File: config.mk
export PLATFORM = sky130hd
export DESIGN_NAME = multicycle_controller
export DESIGN_NICKNAME = d
export VERILOG_FILES = /design/src/rtl/multicycle_controller.sv
export SDC_FILE = /design/constraint.sdc
export NUM_CORES = 1
export LEC_CHECK = 0
export ABC_AREA = 1
export CAP_MARGIN = 10
export CORE_MARGIN = 1
export CORE_UTILIZATION = 49
export CTS_CLUSTER_SIZE = 40
export DETAILED_ROUTE_END_ITERATION = 6
export MAX_ROUTING_LAYER = met4
export PLACE_DENSITY = 0.84
export REMOVE_ABC_BUFFERS = 1
export SYNTH_ARGS = -nofsm -noshare
export SYNTH_HDL_FRONTEND = slang
export SYNTH_SLANG_ARGS = --single-unit
export TNS_END_PERCENT = 1
File: constraint.sdc
create_clock -name clk -period 2 [get_ports clk]
set_input_delay 0.5 -clock clk [delete_from_list [all_inputs] [get_ports clk]]
set_output_delay 0.5 -clock clk [all_outputs]
set_load 0.02 [all_outputs]
File: src/rtl/multicycle_controller.sv
// Sequencing FSM for the multicycle RV32I-subset core: steps the shared-memory
// datapath through fetch/decode/execute/memory/writeback and counts retired instructions.
module multicycle_controller #(
  parameter int unsigned CNT_W = 32
) (
  input  logic             clk,
  input  logic             reset,
  input  logic [6:0]       op_code,
  input  logic [2:0]       func3,
  input  logic             func7b6,
  input  logic             zero,
  input  logic             mem_ready,
  output logic             mem_req,
  output logic             mem_write,
  output logic             adr_src,
  output logic             ir_write,
  output logic             pc_write,
  output logic             reg_write,
  output logic [1:0]       alu_src_a,
  output logic [1:0]       alu_src_b,
  output logic [2:0]       alu_control,
  output logic [1:0]       imm_src,
  output logic [1:0]       result_src,
  output logic             halt,
  output logic [CNT_W-1:0] instret
);

  typedef enum logic [3:0] {
    FETCH, DECODE, MEMADR, MEMREAD, MEMWB, MEMWRITE,
    EXECR, EXECI, ALUWB, BEQ, JAL, ILLEGAL
  } state_t;

  state_t     state, state_next;
  logic       mem_req_d, mem_write_d, ir_write_d, pc_write_d, reg_write_d, halt_d;
  logic       retire;
  logic [2:0] alu_fn;

  always_ff @(posedge clk or negedge reset) begin
    if (!reset) state <= FETCH;
    else        state <= state_next;
  end

  always_ff @(posedge clk or negedge reset) begin
    if (!reset)      instret <= '0;
    else if (retire) instret <= instret + CNT_W'(1);
  end

  // func7b6 only selects subtract for register-register ops (op_code[5] set)
  always_comb begin
    alu_fn = 3'b000;
    case (func3)
      3'b000:  alu_fn = (op_code[5] & func7b6) ? 3'b001 : 3'b000;
      3'b010:  alu_fn = 3'b101;
      3'b110:  alu_fn = 3'b011;
      3'b111:  alu_fn = 3'b010;
      default: alu_fn = 3'b000;
    endcase
  end

  always_comb begin
    state_next  = state;
    mem_req_d   = 1'b0;
    mem_write_d = 1'b0;
    ir_write_d  = 1'b0;
    pc_write_d  = 1'b0;
    reg_write_d = 1'b0;
    halt_d      = 1'b0;
    retire      = 1'b0;
    adr_src     = 1'b0;
    alu_src_a   = 2'b00;
    alu_src_b   = 2'b00;
    alu_control = 3'b000;
    imm_src     = 2'b00;
    result_src  = 2'b00;
    case (state)
      FETCH: begin
        mem_req_d  = 1'b1;
        alu_src_b  = 2'b10;
        result_src = 2'b10;
        ir_write_d = mem_ready;
        pc_write_d = mem_ready;
        if (mem_ready) state_next = DECODE;
      end
      DECODE: begin
        alu_src_a = 2'b01;
        alu_src_b = 2'b01;
        imm_src   = 2'b10;
        case (op_code)
          7'b0000011, 7'b0100011: state_next = MEMADR;
          7'b0110011:             state_next = EXECR;
          7'b0010011:             state_next = EXECI;
          7'b1100011:             state_next = BEQ;
          7'b1101111:             state_next = JAL;
          default:                state_next = ILLEGAL;
        endcase
      end
      MEMADR: begin
        alu_src_a  = 2'b10;
        alu_src_b  = 2'b01;
        imm_src    = op_code[5] ? 2'b01 : 2'b00;
        state_next = op_code[5] ? MEMWRITE : MEMREAD;
      end
      MEMREAD: begin
        mem_req_d = 1'b1;
        adr_src   = 1'b1;
        if (mem_ready) state_next = MEMWB;
      end
      MEMWB: begin
        result_src  = 2'b01;
        reg_write_d = 1'b1;
        retire      = 1'b1;
        state_next  = FETCH;
      end
      MEMWRITE: begin
        mem_req_d   = 1'b1;
        mem_write_d = 1'b1;
        adr_src     = 1'b1;
        retire      = mem_ready;
        if (mem_ready) state_next = FETCH;
      end
      EXECR: begin
        alu_src_a   = 2'b10;
        alu_control = alu_fn;
        state_next  = ALUWB;
      end
      EXECI: begin
        alu_src_a   = 2'b10;
        alu_src_b   = 2'b01;
        alu_control = alu_fn;
        state_next  = ALUWB;
      end
      ALUWB: begin
        reg_write_d = 1'b1;
        retire      = 1'b1;
        state_next  = FETCH;
      end
      BEQ: begin
        alu_src_a   = 2'b10;
        alu_control = 3'b001;
        pc_write_d  = zero;
        retire      = 1'b1;
        state_next  = FETCH;
      end
      JAL: begin
        alu_src_a  = 2'b01;
        alu_src_b  = 2'b10;
        pc_write_d = 1'b1;
        state_next = ALUWB;
      end
      ILLEGAL: begin
        halt_d = 1'b1;
      end
      default: state_next = FETCH;
    endcase
  end

  // Enables are masked while reset is held so nothing writes during reset
  assign mem_req   = reset & mem_req_d;
  assign mem_write = reset & mem_write_d;
  assign ir_write  = reset & ir_write_d;
  assign pc_write  = reset & pc_write_d;
  assign reg_write = reset & reg_write_d;
  assign halt      = reset & halt_d;

endmodule

==> results list <==
- At the end of routability-driven placement, the weighted congestion stood at 0.912.
- Summing over every cut layer, the via total after detailed routing is approximately 2900.
- The final layout contains approximately 500 nets.
* Worst hold-check path type: in2async
* Clk pin slew, worst setup/hold paths: approximately 0.07 ns
- Chain of cells forming the critical path: inv_2 -> nand2_4 -> nor2_4 -> inv_2 -> nor4_4 -> buf_4
- Total instance count after detailed placement: around 550
- Number of library cell types mapped by synthesis: 24
- Failing checks: negative setup slack
- Buffers on Ports: 64
* Antenna violations before repair: 0
* Number of ports placed on the die boundary: 65
* H-tree Lvls: 2
- First-pass iteration count of the detailed router: 5
- For this run, the slowest stage of the critical path takes 0.41 ns.
- No sink is reached through more buffers than the 2 on the longest clock path.
* Post-route clock period utilization: 100%
- Die area: 0.00532 sq mm
- Max Transition Viols Final: 0
- Across the run, the number of max-cap violations was 0.
* Y dimension of the die: between 70 and 80 microns
* PD cells: 923 mW/mm^2
* GRT Overall Usage: slightly below 30%
- Total of endpoints with negative setup slack in the final report: 2
* Worst ir drop on vdd: 0.000785 V
- Remaining antenna violation count after routing: 0
* Vias in the first global route: 2610
- The worst setup path is launched from a register.
* CTS tree: built
- The cell area that synthesis handed to floorplanning was 0.00246 sq mm.
- Count of placed standard cells in the final layout, fillers left out: 555
- The initial utilization of the core area, before any placement, comes to 51.5%.
* Cell with the biggest individual delay on the critical path: dfrtp_1
* Dominant delay contributor by cell family on the critical path: simple AND/OR/NAND/NOR gates
* Overflow after GRT: 0
* Total DRC errors in the routed layout: 0
* Launch instance of the worst register-to-register path: state[1]$_DFFE_PN0P_
- For this run, the number of Yosys warnings is 0.
- Outcome: finished with violations
* Standard cell area after detailed placement: ~0.0033 sq mm
* Post-layout worst setup margin: -0.00860 ns
- The top cell types in the final layout, fill and taps aside, are nand2_1, nor2_1, clkdlybuf4s50_1.
- Static power due to leakage: 1.64 nW
* Slew at the pin closest to its max-slew limit: around 0.46 ns
* Relative slew margins: between 60% and 70%
- The tree built by TritonCTS fans out to 36 sinks.
- Setup slack on the worst reg-to-reg path comes out at between 0.15 and 0.2 ns.
- The total count of hold-check failures in the final report is 0.
- Dominant cell type by count on the critical path: inv_2
- Worst-skew pair later-pin latency: 0.29 ns
* Post-synthesis sequential area ratio: 36.5%
* Register bit count reported by yosys: 36
- Setup repair after global routing could not meet its margin everywhere.
- Wire length of the first global-routing pass: 11500 microns
- Die Width: between 70 and 80 microns
- Reg2reg end: instret[17]$_DFFE_PN0P_
- Routed wire length per instance: about 13 microns
- In this run the core area contains 25 standard-cell rows.
- The number of cells on the worst reg-to-reg path is 8.
- After legalization and detailed placement, the total HPWL measured 5430 microns.
* Synthesis-to-finish area growth: 42.1%
* Peak Freq: 498 MHz
- Antenna diode instance count: 0
* Total wire length after detailed routing: a little over 7000 microns
- In this run, CTS created clock tree buffers numbering 5.
- Minimum clock period after layout: 2.01 ns
* Area of all placed cells without fillers: between 0.003 and 0.004 sq mm
- Mean Syn Cell Area: between 6 and 7 sq um
* Endpoint kind of the worst setup timing path: output port
- Buffer and inverter count on the worst path: 3
- For the worst setup path, the data arrival time is ~1.5 ns.
* Worst-case clock skew: 0.00402 ns
* Mapped Cells: 394
- Crit-path max FO: 4
- The critical path is of the reg2out type.
- CTS placed an instance of clkbuf_8 at the clock tree root.
* Data required time at the worst endpoint: 1.50 ns
- Largest net degree at the start of global routing: 37
- In the final layout, the share of cells above drive strength 1 is between 15 and 20%.
* Vias/cell: 5.15
- Placeable core region: ~0.0048 sq mm
- Most common cell after layout, fill and taps aside: nand2_1
- Number of design-rule violations left by the first detailed-router iteration: 173
how the worst max path moves through the flow:
stage | endpoint | from | slack [ns] | cells past startpoint
after floorplan | alu_control[2] | state[3]$_DFFE_PN0P_ | 0.17 | 5
after global placement | alu_control[2] | func3[1] | -0.43 | 4
after detailed placement | alu_control[2] | func3[1] | -0.45 | 4
after CTS | alu_control[2] | state[3]$_DFFE_PN0P_ | -0.03 | 6
after global routing | pc_write | state[3]$_DFFE_PN0P_ | -0.13 | 7
final | alu_control[2] | state[3]$_DFFE_PN0P_ | -0.009 | 6
area by class of cell:
type | instances | area, sq um
clock buffer | 7 | 96.3
fill | 410 | 1280
inverter | 47 | 176
multi-input combinational | 306 | 1440
sequential | 36 | 903
tap | 67 | 83.8
timing repair buffer | 92 | 807
per-layer routing:
metal	GRT usage (%)	part of all wire [%]	vias up
met1	35.5	42	1321
met3	5.94	6.6	13
met2	49.2	49	120
li1	-	-	1402
met4	9.59	1.8	0
met5	-	0	-
cells by family (layout without fill, tap and decap cells):
logic type	count (synthesis)	in the layout	share of synthesized area, %
AND/OR/NAND/NOR	273	273	45.0
buffers and inverters	52	146	8.63
flip-flops	36	36	36.5
XOR/XNOR	17	17	6.04
AO/OA/AOI/OAI	15	15	3.25
adder cells (fa/ha/maj)	1	1	0.508
cell usage after synthesis, drive strengths merged:
library cell    n  area share (%)
a21oi           5             1.0
a31oi           2            0.51
buf             5             1.5
dfrtp          36              37
ha              1            0.51
inv            47             7.2
nand2         169              26
nand3          20             4.3
nand3b          4             1.2
nand4          11             2.8
nor2           64             9.8
nor3            3            0.61
nor3b           1            0.30
nor4            1            0.25
o211ai          1            0.30
o21ai           7             1.4
xnor2           9             3.2
xor2            8             2.8
worst register-to-register path, delay by kind of cell, from the launching register on:
family / cells / cell delay (ns)
buffers and inverters: 3 / 0.56
and+or+nand+nor: 4 / 0.54
DFF: 1 / 0.46
xor gates and xnor gates: 1 / 0.15
per-stage QoR:
stage                     TNS, ns  util [%]  hold slack [ns]  setup slack, ns  total power [mW]
after floorplan                 0         -            0.204            0.168              1.76
after global placement      -2.68      69.9            0.509           -0.426              2.57
after detailed placement    -2.95      69.9            0.515           -0.450              2.60
after CTS                 -0.0368      71.7            0.273          -0.0340              3.15
after global routing       -0.725      73.2            0.306           -0.134              3.45
final                     -0.0155      73.2            0.263         -0.00860              3.23
power breakdown:
part | internal [mW] | total (mW) | switching [mW]
combinational | 0.700 | 1.72 | 1.02
clock | 0.307 | 0.560 | 0.253
sequential | 0.823 | 0.956 | 0.133
total | 1.83 | 3.23 | 1.40
state kept, by name, summed over array words and instances, names as in the netlist:
signal / flops
instret: 32
state: 4
repair_timing:
| action | 4_1_cts | 5_1_grt |
|---|---|---|
| pin swaps | 1 | 5 |
| hold buffers | 0 | 0 |
| setup buffers | 0 | 2 |
| gates resized for setup | 76 | 35 |
| setup endpoints to repair | 18 | 19 |
No activity file was read; power rests on OpenSTA's default activity.
